<file path="config.mk">
export PLATFORM = sky130hd
export DESIGN_NAME = hicore_lsu_icb_master_flat
export DESIGN_NICKNAME = d
export VERILOG_FILES = /design/src/rtl/hicore_lsu_icb_master_if.sv /design/src/rtl/hicore_lsu_icb_master.sv /design/src/flat_wrapper.sv
export SDC_FILE = /design/constraint.sdc
export NUM_CORES = 1
export LEC_CHECK = 0
export ABC_AREA = 1
export CORE_ASPECT_RATIO = 1.1
export CORE_MARGIN = 2
export CORE_UTILIZATION = 38
export DETAILED_ROUTE_END_ITERATION = 10
export PLACE_DENSITY = 0.95
export RECOVER_POWER = 25
export SLEW_MARGIN = 20
export SYNTH_ARGS = -nofsm -noshare
export SYNTH_HDL_FRONTEND = slang
export SYNTH_SLANG_ARGS = --single-unit
</file>
<file path="constraint.sdc">
create_clock -name clk -period 3 [get_ports clk]
set_input_delay 0.6 -clock clk [delete_from_list [all_inputs] [get_ports clk]]
set_output_delay 0.6 -clock clk [all_outputs]
set_load 0.03 [all_outputs]
</file>
<file path="src/rtl/hicore_lsu_icb_master_if.sv">
// Bundles the execute-stage request, write-back and ICB cmd/rsp signals of the
// HiCore load/store unit; master is the LSU side, slave is the environment.
interface hicore_lsu_icb_master_if #(
  parameter int AW = 32,
  parameter int DW = 32
) ();
  logic            lsu_req_valid;
  logic            lsu_req_ready;
  logic            lsu_req_load;
  logic [AW-1:0]   lsu_req_addr;
  logic [DW-1:0]   lsu_req_wdata;
  logic [1:0]      lsu_req_size;
  logic            lsu_req_unsigned;
  logic [4:0]      lsu_req_rd;

  logic            lsu_wb_valid;
  logic            lsu_wb_ready;
  logic [DW-1:0]   lsu_wb_rdata;
  logic [4:0]      lsu_wb_rd;
  logic            lsu_wb_load;
  logic            lsu_wb_err;
  logic            lsu_wb_misalign;

  logic            mem_icb_cmd_valid;
  logic            mem_icb_cmd_ready;
  logic            mem_icb_cmd_read;
  logic [AW-1:0]   mem_icb_cmd_addr;
  logic [DW-1:0]   mem_icb_cmd_wdata;
  logic [DW/8-1:0] mem_icb_cmd_wmask;

  logic            mem_icb_rsp_valid;
  logic            mem_icb_rsp_ready;
  logic            mem_icb_rsp_err;
  logic [DW-1:0]   mem_icb_rsp_rdata;

  modport master (
    input  lsu_req_valid, lsu_req_load, lsu_req_addr, lsu_req_wdata,
           lsu_req_size, lsu_req_unsigned, lsu_req_rd,
    output lsu_req_ready,
    output lsu_wb_valid, lsu_wb_rdata, lsu_wb_rd, lsu_wb_load, lsu_wb_err,
           lsu_wb_misalign,
    input  lsu_wb_ready,
    output mem_icb_cmd_valid, mem_icb_cmd_read, mem_icb_cmd_addr,
           mem_icb_cmd_wdata, mem_icb_cmd_wmask,
    input  mem_icb_cmd_ready,
    input  mem_icb_rsp_valid, mem_icb_rsp_err, mem_icb_rsp_rdata,
    output mem_icb_rsp_ready
  );

  modport slave (
    output lsu_req_valid, lsu_req_load, lsu_req_addr, lsu_req_wdata,
           lsu_req_size, lsu_req_unsigned, lsu_req_rd,
    input  lsu_req_ready,
    input  lsu_wb_valid, lsu_wb_rdata, lsu_wb_rd, lsu_wb_load, lsu_wb_err,
           lsu_wb_misalign,
    output lsu_wb_ready,
    input  mem_icb_cmd_valid, mem_icb_cmd_read, mem_icb_cmd_addr,
           mem_icb_cmd_wdata, mem_icb_cmd_wmask,
    output mem_icb_cmd_ready,
    output mem_icb_rsp_valid, mem_icb_rsp_err, mem_icb_rsp_rdata,
    input  mem_icb_rsp_ready
  );
endinterface

</file>
<file path="src/rtl/hicore_lsu_icb_master.sv">
// LSU ICB initiator: issues load/store commands with lane data and masks, tracks
// up to two in-order transactions and turns responses into write-back results.
module hicore_lsu_icb_master (
  input  logic                            clk,
  input  logic                            rst,
  hicore_lsu_icb_master_if.master         bus
);
  localparam int DW = 32;

  logic       wr_ptr;
  logic       rd_ptr;
  logic [1:0] count;
  logic       full;
  logic       empty;

  logic       ent_load     [2];
  logic [1:0] ent_size     [2];
  logic       ent_unsigned [2];
  logic [1:0] ent_off      [2];
  logic [4:0] ent_rd       [2];
  logic       ent_mis      [2];

  logic          req_mis;
  logic          push;
  logic          pop;
  logic          head_load;
  logic [1:0]    head_size;
  logic          head_unsigned;
  logic [1:0]    head_off;
  logic          head_mis;
  logic [DW-1:0] shifted;
  logic [DW-1:0] load_data;

  assign full  = (count == 2'd2);
  assign empty = (count == 2'd0);

  assign req_mis = ((bus.lsu_req_size == 2'd1) & bus.lsu_req_addr[0]) |
                   (bus.lsu_req_size[1] & (bus.lsu_req_addr[1:0] != 2'b00));

  // Misaligned requests are absorbed into the tracker without touching the bus.
  assign bus.lsu_req_ready     = ~rst & ~full & (req_mis | bus.mem_icb_cmd_ready);
  assign bus.mem_icb_cmd_valid = ~rst & bus.lsu_req_valid & ~full & ~req_mis;
  assign bus.mem_icb_cmd_read  = bus.lsu_req_load;
  assign bus.mem_icb_cmd_addr  = bus.lsu_req_addr;

  assign push = bus.lsu_req_valid & bus.lsu_req_ready;

  always_comb begin
    bus.mem_icb_cmd_wdata = bus.lsu_req_wdata;
    bus.mem_icb_cmd_wmask = 4'b1111;
    case (bus.lsu_req_size)
      2'd0: begin
        bus.mem_icb_cmd_wdata = {4{bus.lsu_req_wdata[7:0]}};
        bus.mem_icb_cmd_wmask = 4'b0001 << bus.lsu_req_addr[1:0];
      end
      2'd1: begin
        bus.mem_icb_cmd_wdata = {2{bus.lsu_req_wdata[15:0]}};
        bus.mem_icb_cmd_wmask = 4'b0011 << bus.lsu_req_addr[1:0];
      end
      default: begin
        bus.mem_icb_cmd_wdata = bus.lsu_req_wdata;
        bus.mem_icb_cmd_wmask = 4'b1111;
      end
    endcase
  end

  assign head_load     = ent_load[rd_ptr];
  assign head_size     = ent_size[rd_ptr];
  assign head_unsigned = ent_unsigned[rd_ptr];
  assign head_off      = ent_off[rd_ptr];
  assign head_mis      = ent_mis[rd_ptr];

  // A misaligned head completes on its own; otherwise completion follows the bus response.
  assign bus.lsu_wb_valid      = ~rst & ~empty & (head_mis | bus.mem_icb_rsp_valid);
  assign bus.mem_icb_rsp_ready = ~rst & ~empty & ~head_mis & bus.lsu_wb_ready;
  assign bus.lsu_wb_rd         = ent_rd[rd_ptr];
  assign bus.lsu_wb_load       = head_load;
  assign bus.lsu_wb_misalign   = ~empty & head_mis;
  assign bus.lsu_wb_err        = ~empty & (head_mis | bus.mem_icb_rsp_err);

  assign pop = bus.lsu_wb_valid & bus.lsu_wb_ready;

  assign shifted = bus.mem_icb_rsp_rdata >> {head_off, 3'b000};

  always_comb begin
    load_data = bus.mem_icb_rsp_rdata;
    case (head_size)
      2'd0:    load_data = {{24{~head_unsigned & shifted[7]}}, shifted[7:0]};
      2'd1:    load_data = {{16{~head_unsigned & shifted[15]}}, shifted[15:0]};
      default: load_data = bus.mem_icb_rsp_rdata;
    endcase
  end

  assign bus.lsu_wb_rdata = (head_load & ~head_mis) ? load_data : '0;

  always_ff @(posedge clk or posedge rst) begin
    if (rst) begin
      wr_ptr <= 1'b0;
      rd_ptr <= 1'b0;
      count  <= 2'd0;
    end else begin
      if (push) wr_ptr <= ~wr_ptr;
      if (pop)  rd_ptr <= ~rd_ptr;
      count <= count + 2'(push) - 2'(pop);
    end
  end

  always_ff @(posedge clk) begin
    if (push) begin
      ent_load[wr_ptr]     <= bus.lsu_req_load;
      ent_size[wr_ptr]     <= bus.lsu_req_size;
      ent_unsigned[wr_ptr] <= bus.lsu_req_unsigned;
      ent_off[wr_ptr]      <= bus.lsu_req_addr[1:0];
      ent_rd[wr_ptr]       <= bus.lsu_req_rd;
      ent_mis[wr_ptr]      <= req_mis;
    end
  end
endmodule

</file>
<file path="src/flat_wrapper.sv">
// flat-port wrapper written by rule: the top's interface ports become plain ports
module hicore_lsu_icb_master_flat 
  (clk, rst, bus_lsu_req_valid, bus_lsu_req_load, bus_lsu_req_addr, bus_lsu_req_wdata, bus_lsu_req_size, bus_lsu_req_unsigned, bus_lsu_req_rd, bus_lsu_req_ready, bus_lsu_wb_valid, bus_lsu_wb_rdata, bus_lsu_wb_rd, bus_lsu_wb_load, bus_lsu_wb_err, bus_lsu_wb_misalign, bus_lsu_wb_ready, bus_mem_icb_cmd_valid, bus_mem_icb_cmd_read, bus_mem_icb_cmd_addr, bus_mem_icb_cmd_wdata, bus_mem_icb_cmd_wmask, bus_mem_icb_cmd_ready, bus_mem_icb_rsp_valid, bus_mem_icb_rsp_err, bus_mem_icb_rsp_rdata, bus_mem_icb_rsp_ready);
  hicore_lsu_icb_master_if #(.AW(32), .DW(32)) bus_i ();
  input  logic clk;
  input  logic rst;
  input wire logic [$bits(bus_i.lsu_req_valid)-1:0] bus_lsu_req_valid;
  input wire logic [$bits(bus_i.lsu_req_load)-1:0] bus_lsu_req_load;
  input wire logic [$bits(bus_i.lsu_req_addr)-1:0] bus_lsu_req_addr;
  input wire logic [$bits(bus_i.lsu_req_wdata)-1:0] bus_lsu_req_wdata;
  input wire logic [$bits(bus_i.lsu_req_size)-1:0] bus_lsu_req_size;
  input wire logic [$bits(bus_i.lsu_req_unsigned)-1:0] bus_lsu_req_unsigned;
  input wire logic [$bits(bus_i.lsu_req_rd)-1:0] bus_lsu_req_rd;
  output wire logic [$bits(bus_i.lsu_req_ready)-1:0] bus_lsu_req_ready;
  output wire logic [$bits(bus_i.lsu_wb_valid)-1:0] bus_lsu_wb_valid;
  output wire logic [$bits(bus_i.lsu_wb_rdata)-1:0] bus_lsu_wb_rdata;
  output wire logic [$bits(bus_i.lsu_wb_rd)-1:0] bus_lsu_wb_rd;
  output wire logic [$bits(bus_i.lsu_wb_load)-1:0] bus_lsu_wb_load;
  output wire logic [$bits(bus_i.lsu_wb_err)-1:0] bus_lsu_wb_err;
  output wire logic [$bits(bus_i.lsu_wb_misalign)-1:0] bus_lsu_wb_misalign;
  input wire logic [$bits(bus_i.lsu_wb_ready)-1:0] bus_lsu_wb_ready;
  output wire logic [$bits(bus_i.mem_icb_cmd_valid)-1:0] bus_mem_icb_cmd_valid;
  output wire logic [$bits(bus_i.mem_icb_cmd_read)-1:0] bus_mem_icb_cmd_read;
  output wire logic [$bits(bus_i.mem_icb_cmd_addr)-1:0] bus_mem_icb_cmd_addr;
  output wire logic [$bits(bus_i.mem_icb_cmd_wdata)-1:0] bus_mem_icb_cmd_wdata;
  output wire logic [$bits(bus_i.mem_icb_cmd_wmask)-1:0] bus_mem_icb_cmd_wmask;
  input wire logic [$bits(bus_i.mem_icb_cmd_ready)-1:0] bus_mem_icb_cmd_ready;
  input wire logic [$bits(bus_i.mem_icb_rsp_valid)-1:0] bus_mem_icb_rsp_valid;
  input wire logic [$bits(bus_i.mem_icb_rsp_err)-1:0] bus_mem_icb_rsp_err;
  input wire logic [$bits(bus_i.mem_icb_rsp_rdata)-1:0] bus_mem_icb_rsp_rdata;
  output wire logic [$bits(bus_i.mem_icb_rsp_ready)-1:0] bus_mem_icb_rsp_ready;
  assign bus_i.lsu_req_valid = bus_lsu_req_valid;
  assign bus_i.lsu_req_load = bus_lsu_req_load;
  assign bus_i.lsu_req_addr = bus_lsu_req_addr;
  assign bus_i.lsu_req_wdata = bus_lsu_req_wdata;
  assign bus_i.lsu_req_size = bus_lsu_req_size;
  assign bus_i.lsu_req_unsigned = bus_lsu_req_unsigned;
  assign bus_i.lsu_req_rd = bus_lsu_req_rd;
  assign bus_lsu_req_ready = bus_i.lsu_req_ready;
  assign bus_lsu_wb_valid = bus_i.lsu_wb_valid;
  assign bus_lsu_wb_rdata = bus_i.lsu_wb_rdata;
  assign bus_lsu_wb_rd = bus_i.lsu_wb_rd;
  assign bus_lsu_wb_load = bus_i.lsu_wb_load;
  assign bus_lsu_wb_err = bus_i.lsu_wb_err;
  assign bus_lsu_wb_misalign = bus_i.lsu_wb_misalign;
  assign bus_i.lsu_wb_ready = bus_lsu_wb_ready;
  assign bus_mem_icb_cmd_valid = bus_i.mem_icb_cmd_valid;
  assign bus_mem_icb_cmd_read = bus_i.mem_icb_cmd_read;
  assign bus_mem_icb_cmd_addr = bus_i.mem_icb_cmd_addr;
  assign bus_mem_icb_cmd_wdata = bus_i.mem_icb_cmd_wdata;
  assign bus_mem_icb_cmd_wmask = bus_i.mem_icb_cmd_wmask;
  assign bus_i.mem_icb_cmd_ready = bus_mem_icb_cmd_ready;
  assign bus_i.mem_icb_rsp_valid = bus_mem_icb_rsp_valid;
  assign bus_i.mem_icb_rsp_err = bus_mem_icb_rsp_err;
  assign bus_i.mem_icb_rsp_rdata = bus_mem_icb_rsp_rdata;
  assign bus_mem_icb_rsp_ready = bus_i.mem_icb_rsp_ready;
  hicore_lsu_icb_master u_core (.clk(clk), .rst(rst), .bus(bus_i));
endmodule
</file>
==> results of run 1 <==
==> area by class of cell <==
type                            instances  share of cell area, %
Multi-Input combinational cell        354                   35.4
Timing Repair Buffer                  182                   38.3
Sequential cell                        28                   18.2
Inverter                               48                   4.05
Clock buffer                            4                  0.998
Tap cell                              108                   3.00
==> kinds of logic (layout without fill, tap and decap cells) <==
group	Yosys count	in the layout	share of synthesized area, %
AO/OA/AOI/OAI	50	50	8.58
flip-flops	28	28	26.9
adder cells (fa/ha/maj)	2	2	0.821
AND/OR/NAND/NOR	299	299	42.2
XOR/XNOR	3	3	0.863
buffers and inverters	111	234	20.6
==> per-stage QoR <==
step | setup slack [ps] | instance area, um^2 | cells | hold slack [ps] | total power [mW]
2_1_floorplan | 482 | 3050 | 493 | 366 | 2.31
3_3_place_gp | 158 | 4470 | 720 | 486 | 2.97
3_5_place_dp | 122 | 4470 | 720 | 545 | 3.04
4_1_cts | 122 | 4510 | 724 | 563 | 3.24
5_1_grt | 2.06 | 4510 | 724 | 611 | 3.47
6_report | 125 | 4510 | 724 | 584 | 3.23
==> flip-flops by register name (all words and copies together), names as in the netlist <==
name,cells
u_core.ent_load,2
u_core.ent_mis,2
u_core.ent_unsigned,2
u_core.wr_ptr,1
u_core.ent_off,4
u_core.ent_size,4
u_core.count,2
u_core.rd_ptr,1
u_core.ent_rd,10
==> layout by cell type, fill, tap and decap left out <==
cell / instances
sky130_fd_sc_hd__a21oi_1: 18
sky130_fd_sc_hd__a21oi_2: 1
sky130_fd_sc_hd__buf_12: 6
sky130_fd_sc_hd__buf_4: 61
sky130_fd_sc_hd__clkbuf_1: 1
sky130_fd_sc_hd__clkbuf_8: 3
sky130_fd_sc_hd__clkdlybuf4s50_1: 107
sky130_fd_sc_hd__clkinv_1: 1
sky130_fd_sc_hd__dfrtp_1: 3
sky130_fd_sc_hd__dfrtp_2: 1
sky130_fd_sc_hd__dlygate4sd3_1: 8
sky130_fd_sc_hd__edfxtp_1: 24
sky130_fd_sc_hd__ha_1: 2
sky130_fd_sc_hd__inv_1: 34
sky130_fd_sc_hd__inv_2: 12
sky130_fd_sc_hd__inv_4: 1
sky130_fd_sc_hd__nand2_1: 174
sky130_fd_sc_hd__nand2_2: 21
sky130_fd_sc_hd__nand2_4: 3
sky130_fd_sc_hd__nand3_1: 36
sky130_fd_sc_hd__nand3_2: 3
sky130_fd_sc_hd__nand3_4: 1
sky130_fd_sc_hd__nor2_1: 59
sky130_fd_sc_hd__nor2_2: 1
sky130_fd_sc_hd__nor2_4: 1
sky130_fd_sc_hd__o211ai_1: 1
sky130_fd_sc_hd__o21ai_0: 27
sky130_fd_sc_hd__o21ai_1: 1
sky130_fd_sc_hd__o21ai_2: 1
sky130_fd_sc_hd__o22ai_1: 1
sky130_fd_sc_hd__xnor2_1: 2
sky130_fd_sc_hd__xor2_1: 1
==> cells in the mapped netlist, drive strengths merged <==
cell    instances  area share [%]
a21oi          19             3.2
buf            56              14
clkbuf          7            0.86
clkinv          1            0.12
dfrtp           4             3.3
edfxtp         24              24
ha              2            0.82
inv            47             5.9
nand2         198              27
nand3          40             7.5
nor2           61             7.8
o211ai          1            0.25
o21ai          29             4.9
o22ai           1            0.21
xnor2           2            0.58
xor2            1            0.29
==> metal layers <==
metal  vias up  share of wire, %  GRT usage [%]  wire (um)
met5         -                 0              0          0
met4         0               4.0           10.3        420
met3        34                12           6.51       1240
met2       264                50           41.0       5230
met1      1626                34           23.5       3490
li1       1739                 -              -          -
==> power by group through the flow <==
| stage | sequential (mW) | combinational [mW] | clock (mW) |
|---|---|---|---|
| 3_3_place_gp | 0.544 | 2.43 | 0 |
| 6_report | 0.541 | 2.50 | 0.195 |
| 5_1_grt | 0.549 | 2.70 | 0.216 |
| 4_1_cts | 0.540 | 2.50 | 0.203 |
| 2_1_floorplan | 0.514 | 1.80 | 0 |
| 3_5_place_dp | 0.547 | 2.49 | 0 |
==> worst min-delay path, delay by kind of cell (launching register included) <==
family | cells | cell delay [ps]
and+or+nand+nor | 2 | 160
DFF | 1 | 390
==> worst max-delay path by stage <==
stage	startpoint	endpoint	slack, ps
3_5_place_dp	bus_lsu_req_size[0]	bus_mem_icb_cmd_wmask[3]	120
5_1_grt	u_core.rd_ptr$_DFFE_PP0P_	bus_lsu_wb_rdata[8]	2
6_report	bus_lsu_req_size[0]	bus_mem_icb_cmd_wmask[3]	130
3_3_place_gp	bus_lsu_req_size[0]	bus_mem_icb_cmd_wmask[1]	160
2_1_floorplan	u_core.rd_ptr$_DFFE_PP0P_	bus_lsu_wb_rdata[6]	480
4_1_cts	bus_lsu_req_size[0]	bus_mem_icb_cmd_wmask[3]	120
==> what timing repair did <==
action	4_1_cts	5_1_grt
pin swaps	0	1
setup endpoints to repair	1	1
buffers inserted	0	0
resized for setup	1	0
==> metrics.sh, run 1 <==
CTS.SINKS=28
SETUP_VIOL=0
HP-CLASS='reg -> reg'
CLOCK.FMAX_MHz=348
NETSWITCHINGFRACTION_PCT=53.8
FINAL_ESTIMATED_ROUTING_CONGESTION_IN_GLOBAL_PLACEMENT=0.923
GRT_MAX_DEGREE=29
GLOBAL_ROUTE.USAGE.TOTAL_PCT=22.7
PLACEMENT_ROWS=34
CTS_MADE_BUFFERS=3
TIMING.CRITICAL_PATH.CELLS='clkdlybuf4s50_1 > nand2_1 > clkinv_1 > nor2_1 > o21ai_0 > clkdlybuf4s50_1'
YOSYS_WARNINGS=0
CRITPATHLAUNCHTYPE='input pin'
MAX_SLEW_MARGIN_PCT=72.4
WORST_SKEW_LATE_LATENCY_PS=260
LAYOUT_WORST_PATH_CYCLE_SHARE_PCT=95.8
AREA_DELTA_SYNTH_FINAL_PCT=48.1
PLACE.PORT_BUFFERS=164
CRITICAL_PATH_CELL_COUNT=6
TRITONCTS='done'
POWER.NET_SWITCHING_mW=1.74
SYN_AREA_PER_CELL_UM2=6.18
CRITICAL_PATH.REG2REG.ENDPOINT='u_core.count[1]$_DFF_PP0_'
DIODES=0
INITIAL_CORE_UTIL_PCT=38.9
COMBPWRFRAC_PCT=77.2
MAXSLEWVIOLCOUNT=0
TIMING.CRITICAL_PATH.TO_TYPE='output port'
WORST-PATH-BUF-INV=3
CTSROOTBUFFERMASTER='sky130_fd_sc_hd__clkbuf_8'
CRITICALPATHCATEGORY='in -> out'
POWER.INTERNAL_mW=1.49
SLOWEST_DELAY_PS=700
FIRST_GLOBAL_VIAS=3490
FLOORPLAN.DIE_AREA_UM2=8750
IOPINCOUNT=225
LEAKAGEPOWER_nW=2.23
CLOCK-SKEW-FINAL_PS=1.77
YOSYSSEQAREASHARE_PCT=26.9
POWER_FRAC_SEQ_PCT=16.7
FF2FF_SETUP_SLACK_PS=1020
REGAREA_UM2=822
GLOBAL_ROUTE_WIRE_LENGTH_BEFORE_REPAIR_UM=15900
WORSTREG2REGSTART='u_core.rd_ptr$_DFFE_PP0P_'
FLOORPLAN.DIE.WIDTH_UM=89.4
TOP_FANOUT_VALUE_ON_THE_CRITICAL_PATH=5
DRT-VIAS-PER-INSTANCE=5.06
POST_ROUTE_CELLS_DRIVE_ABOVE_1_SHARE_PCT=18.8
GRT_ANTENNA_BEFORE_REPAIR=0
WIRE_PER_INST_UM=14.3
WORST_HOLD_PATH.ENDPOINT='u_core.wr_ptr$_DFFE_PP0N_'
POWER_DENSITY_nW_PER_UM2=717
WORST_EP_REQUIRED_TIME_PS=2400
POST-DP-HPWL_UM=8480
CTS-HOLD-FIX-BUFFERS=0
HOLD_DEPTH=2
SYNTH_FP_NETS=607
CRITICAL-PATH-SLOWEST-CELL='sky130_fd_sc_hd__clkdlybuf4s50_1'
MAX_SLEW.WORST_PIN.SLEW_PS=413
CORE_UM2=7830
UNREPAIRED_SETUP_ENDPOINTS_AFTER_GLOBAL_ROUTING='no'
WORST-R2R-CELL-COUNT=11
DRCVIOLATIONCOUNT=0
CTS.REPORTEDPATHS.CLKPINSLEW_PS=80
MAX_CAP_VIOLATIONS=0
CLOCK_TREE.HTREE_LEVEL_COUNT=1
POST_SYNTH_NUM_CELL_TYPES=30
DR_TOTAL_VIAS=3663
TIMING.HOLD.WORST.START='u_core.wr_ptr$_DFFE_PP0N_'
HOLD_VIOLATIONS=0
RESULT_OF_THE_RUN='finished clean'
CRITICAL-PATH-TOP-CELL-BY-COUNT='sky130_fd_sc_hd__clkdlybuf4s50_1'
CRITICAL_PATH.TOP_DELAY_FAMILY='buffers and inverters'
DR.FIRST_ITER.DRC_COUNT=192
POST_SYNTH_INST_COUNT=493
NETLIST_AREA_UM2=3050
CLOCK_PATH_BUFFERS=2
DRT-TOTAL-WL_UM=10400
CRIT_PATH_ARRIVAL_TIME_PS=2270
DIEHEIGHT_UM=97.9
POWER.SHARE.CLOCK_PCT=6.0
TIMING.FINAL.CRIT_PERIOD_PS=2870
DETAIL_ROUTE.FIRST_PASS.ITERATIONS=5
FILL_CELLS=696
IRDROPWORSTVDD_mV=0.359
NUM-NETS-FINAL=731
FINAL_UTIL_PCT=57.6
MULTI_INPUT_COMB_AREA_UM2=1600
ANT_NETS=0
SYNTH_SEQ_CELLS=28
SETUP_TOTAL_NEGATIVE_SLACK_PS=0
GRT_TOTAL_OVFL=0
No activity file was read; power rests on OpenSTA's default activity.
==> run 2: changes to the inputs <==
--- a/config.mk
+++ b/config.mk
@@ -12,7 +12,6 @@
 export DETAILED_ROUTE_END_ITERATION = 10
 export PLACE_DENSITY = 0.95
 export RECOVER_POWER = 25
-export SLEW_MARGIN = 20
 export SYNTH_ARGS = -nofsm -noshare
 export SYNTH_HDL_FRONTEND = slang
 export SYNTH_SLANG_ARGS = --single-unit
==> results of run 2 <==
No change in the layout: final DEF, timing and power equal those of run 1.
==> run 3: changes to the inputs <==
--- a/config.mk
+++ b/config.mk
@@ -7,7 +7,6 @@
 export LEC_CHECK = 0
 export ABC_AREA = 1
 export CORE_ASPECT_RATIO = 1.1
-export CORE_MARGIN = 2
 export CORE_UTILIZATION = 38
 export DETAILED_ROUTE_END_ITERATION = 10
 export PLACE_DENSITY = 0.95
==> run 3 against run 2 <==
Clock skew increased by 4.1 ps. Clock-buffer cell count is the same. Worst hold slack lost 38 ps. First-iteration DRC count down 15%. Final cell count shrank 0.69%. Register-to-register slack better by 70 ps. Sequential power fell by 1%. Sequential share of layout area rose by 0.051 points. Critical path type unchanged.
==> metrics.sh, run 3 (same netlist as run 1, synthesis figures left out) <==
RESULT_OF_THE_RUN='finished clean'
CTS.REPORTEDPATHS.CLKPINSLEW_PS=90
TRITONCTS='done'
ANT_NETS=0
SLOWEST_DELAY_PS=670
HOLD_VIOLATIONS=0
PRE_CTS_WS_PS=69.8
GLOBAL_ROUTE_WIRE_LENGTH_BEFORE_REPAIR_UM=15400
CRITICAL-PATH-SLOWEST-CELL='sky130_fd_sc_hd__clkdlybuf4s50_1'
FIRST_GLOBAL_VIAS=3363
LAYOUT_WORST_PATH_CYCLE_SHARE_PCT=94.3
DETAIL_ROUTE.FIRST_PASS.ITERATIONS=5
FINAL_ESTIMATED_ROUTING_CONGESTION_IN_GLOBAL_PLACEMENT=0.868
MAX_SLEW_MARGIN_PCT=72.3
LARGEST_REGISTERS='u_core.ent_rd (10), u_core.ent_off (4), u_core.ent_size (4)'
GRT_ANTENNA_BEFORE_REPAIR=0
SETUP_TOTAL_NEGATIVE_SLACK_PS=0
WORST-PATH-BUF-INV=3
LEAKAGEPOWER_nW=2.28
FINAL_UTIL_PCT=59.2
CORE_UM2=7600
NUMPLACEDINSTANCES=715
WORST_SKEW_LATE_LATENCY_PS=270
DIODES=0
TIMING.CRITICAL_PATH.TO_TYPE='output port'
CRITICALPATHCATEGORY='in -> out'
CLOCK-SKEW-FINAL_PS=5.88
TOP_FANOUT_VALUE_ON_THE_CRITICAL_PATH=16
CTS-HOLD-FIX-BUFFERS=0
CTS.SINKS=28
MAXSLEWVIOLCOUNT=0
POST-ROUTE-WORST-SETUP-SLACK_PS=171
POST-DP-HPWL_UM=8270
INITIAL_CORE_UTIL_PCT=40.1
CLOCK_TREE.HTREE_LEVEL_COUNT=1
FINAL-INSTANCE-COUNT-EXCL-FILL=719
CRITPATHLAUNCHTYPE='input pin'
TIMING.FINAL.CRIT_PERIOD_PS=2830
PLACE.PORT_BUFFERS=164
SETUP_VIOL=0
POST-CTS-SETUP-BUFFERS=0
LAYOUT.CELLS.MOST_COMMON_LIST='sky130_fd_sc_hd__nand2_1, sky130_fd_sc_hd__clkdlybuf4s50_1, sky130_fd_sc_hd__nor2_1, sky130_fd_sc_hd__buf_4, sky130_fd_sc_hd__nand3_1'
GRT_MAX_DEGREE=49
MAX_SLEW.WORST_PIN.SLEW_PS=414
LAYOUT_COMMONEST_CELL='sky130_fd_sc_hd__nand2_1'
CRITICAL_PATH.TOP_DELAY_FAMILY='buffers and inverters'
FLOORPLAN.DIE_AREA_UM2=8380
HP-CLASS='reg -> reg'
IOPINCOUNT=225
CTSROOTBUFFERMASTER='sky130_fd_sc_hd__clkbuf_8'
CLOCK_PATH_BUFFERS=2
PLACEMENT_ROWS=33
GLOBAL_ROUTE.USAGE.TOTAL_PCT=23.6
FILL_CELLS=661
FLOORPLAN.DIE.WIDTH_UM=87.4
WORST_EP_REQUIRED_TIME_PS=2400
TOP_REGISTER='u_core.ent_rd'
AREA_DELTA_SYNTH_FINAL_PCT=47.7
DRT-TOTAL-WL_UM=10300
DRCVIOLATIONCOUNT=0
POWER_DENSITY_nW_PER_UM2=715
UNREPAIRED_SETUP_ENDPOINTS_AFTER_GLOBAL_ROUTING='no'
CTS_MADE_BUFFERS=3
CRIT_PATH_ARRIVAL_TIME_PS=2230
CLOCK.FMAX_MHz=353
DRT-VIAS-PER-INSTANCE=5.03
MAX_CAP_VIOLATIONS=0
IRDROPWORSTVDD_mV=0.410
DR.FIRST_ITER.DRC_COUNT=164
WIRE_PER_INST_UM=14.3
DIEHEIGHT_UM=95.9
NUM-NETS-FINAL=729
DR_TOTAL_VIAS=3616
TIMING.CRITICAL_PATH.CELLS='clkdlybuf4s50_1 > buf_4 > nand2_1 > nand2_1 > clkdlybuf4s50_1'
POST_ROUTE_CELLS_DRIVE_ABOVE_1_SHARE_PCT=18.7
GRT_TOTAL_OVFL=0
LARGEST_REGISTER_FF_COUNT=10
==> run 3: repair_timing <==
| action | CTS | global route |
|---|---|---|
| endpoints found under the hold margin | 0 | 0 |
| setup endpoints to repair | 1 | 19 |
| gates resized for setup | 1 | 9 |
==> run 3: report_power, final <==
part           switching (mW)  internal [mW]
registers              0.0492          0.486
logic                    1.58          0.879
clock network           0.107          0.117
total                    1.73           1.48
==> run 3: path summary, 6_finish.rpt <==
path | from | end | slack (ps) | depth (start not counted)
max in group asynchronous | rst | u_core.rd_ptr$_DFFE_PP0P_ | 2130 | 2
min reg2reg | u_core.wr_ptr$_DFFE_PP0N_ | u_core.wr_ptr$_DFFE_PP0N_ | 550 | 2
min | u_core.wr_ptr$_DFFE_PP0N_ | u_core.wr_ptr$_DFFE_PP0N_ | 550 | 2
max | bus_lsu_req_size[1] | bus_mem_icb_cmd_wdata[23] | 170 | 5
min in group asynchronous | rst | u_core.wr_ptr$_DFFE_PP0N_ | 700 | 2
max reg2reg | u_core.rd_ptr$_DFFE_PP0P_ | u_core.count[1]$_DFF_PP0_ | 1090 | 11
==> run 3: final cells by class <==
cell class,count,area [um^2],share of cell area (%)
inverters,48,183,4.06
flip-flops and latches,28,822,18.3
repair buffers,180,1710,38.0
well taps,105,131,2.92
multi-input cells,354,1600,35.6
clock buffers,4,55.1,1.22
==> run 3: metal layers <==
layer | track usage (%) | share of wire [%] | up-vias
met5 | 0 | 0 | -
met4 | 9.97 | 3.6 | 0
met3 | 7.46 | 13 | 27
met2 | 43.4 | 48 | 244
met1 | 24.7 | 35 | 1605
li1 | - | - | 1740
==> run 3: stage by stage <==
stage          cell area, um^2  power (mW)  hold slack, ps
2_1_floorplan             3050        2.31             366
3_3_place_gp              4420        2.91             486
3_5_place_dp              4420        2.97             521
4_1_cts                   4480        3.20             543
5_1_grt                   4500        3.46             610
6_report                  4500        3.22             546
==> run 3: worst register-to-register path: stages (launching register included) <==
cell                      delay, ps
sky130_fd_sc_hd__dfrtp_2        510
sky130_fd_sc_hd__inv_4          140
sky130_fd_sc_hd__nand2_2         80
sky130_fd_sc_hd__nand2_2         70
sky130_fd_sc_hd__o21ai_0        160
sky130_fd_sc_hd__inv_1           70
sky130_fd_sc_hd__nand2_1        100
sky130_fd_sc_hd__inv_1           60
sky130_fd_sc_hd__ha_1           270
sky130_fd_sc_hd__inv_1           40
sky130_fd_sc_hd__ha_1           180
sky130_fd_sc_hd__xnor2_1        120
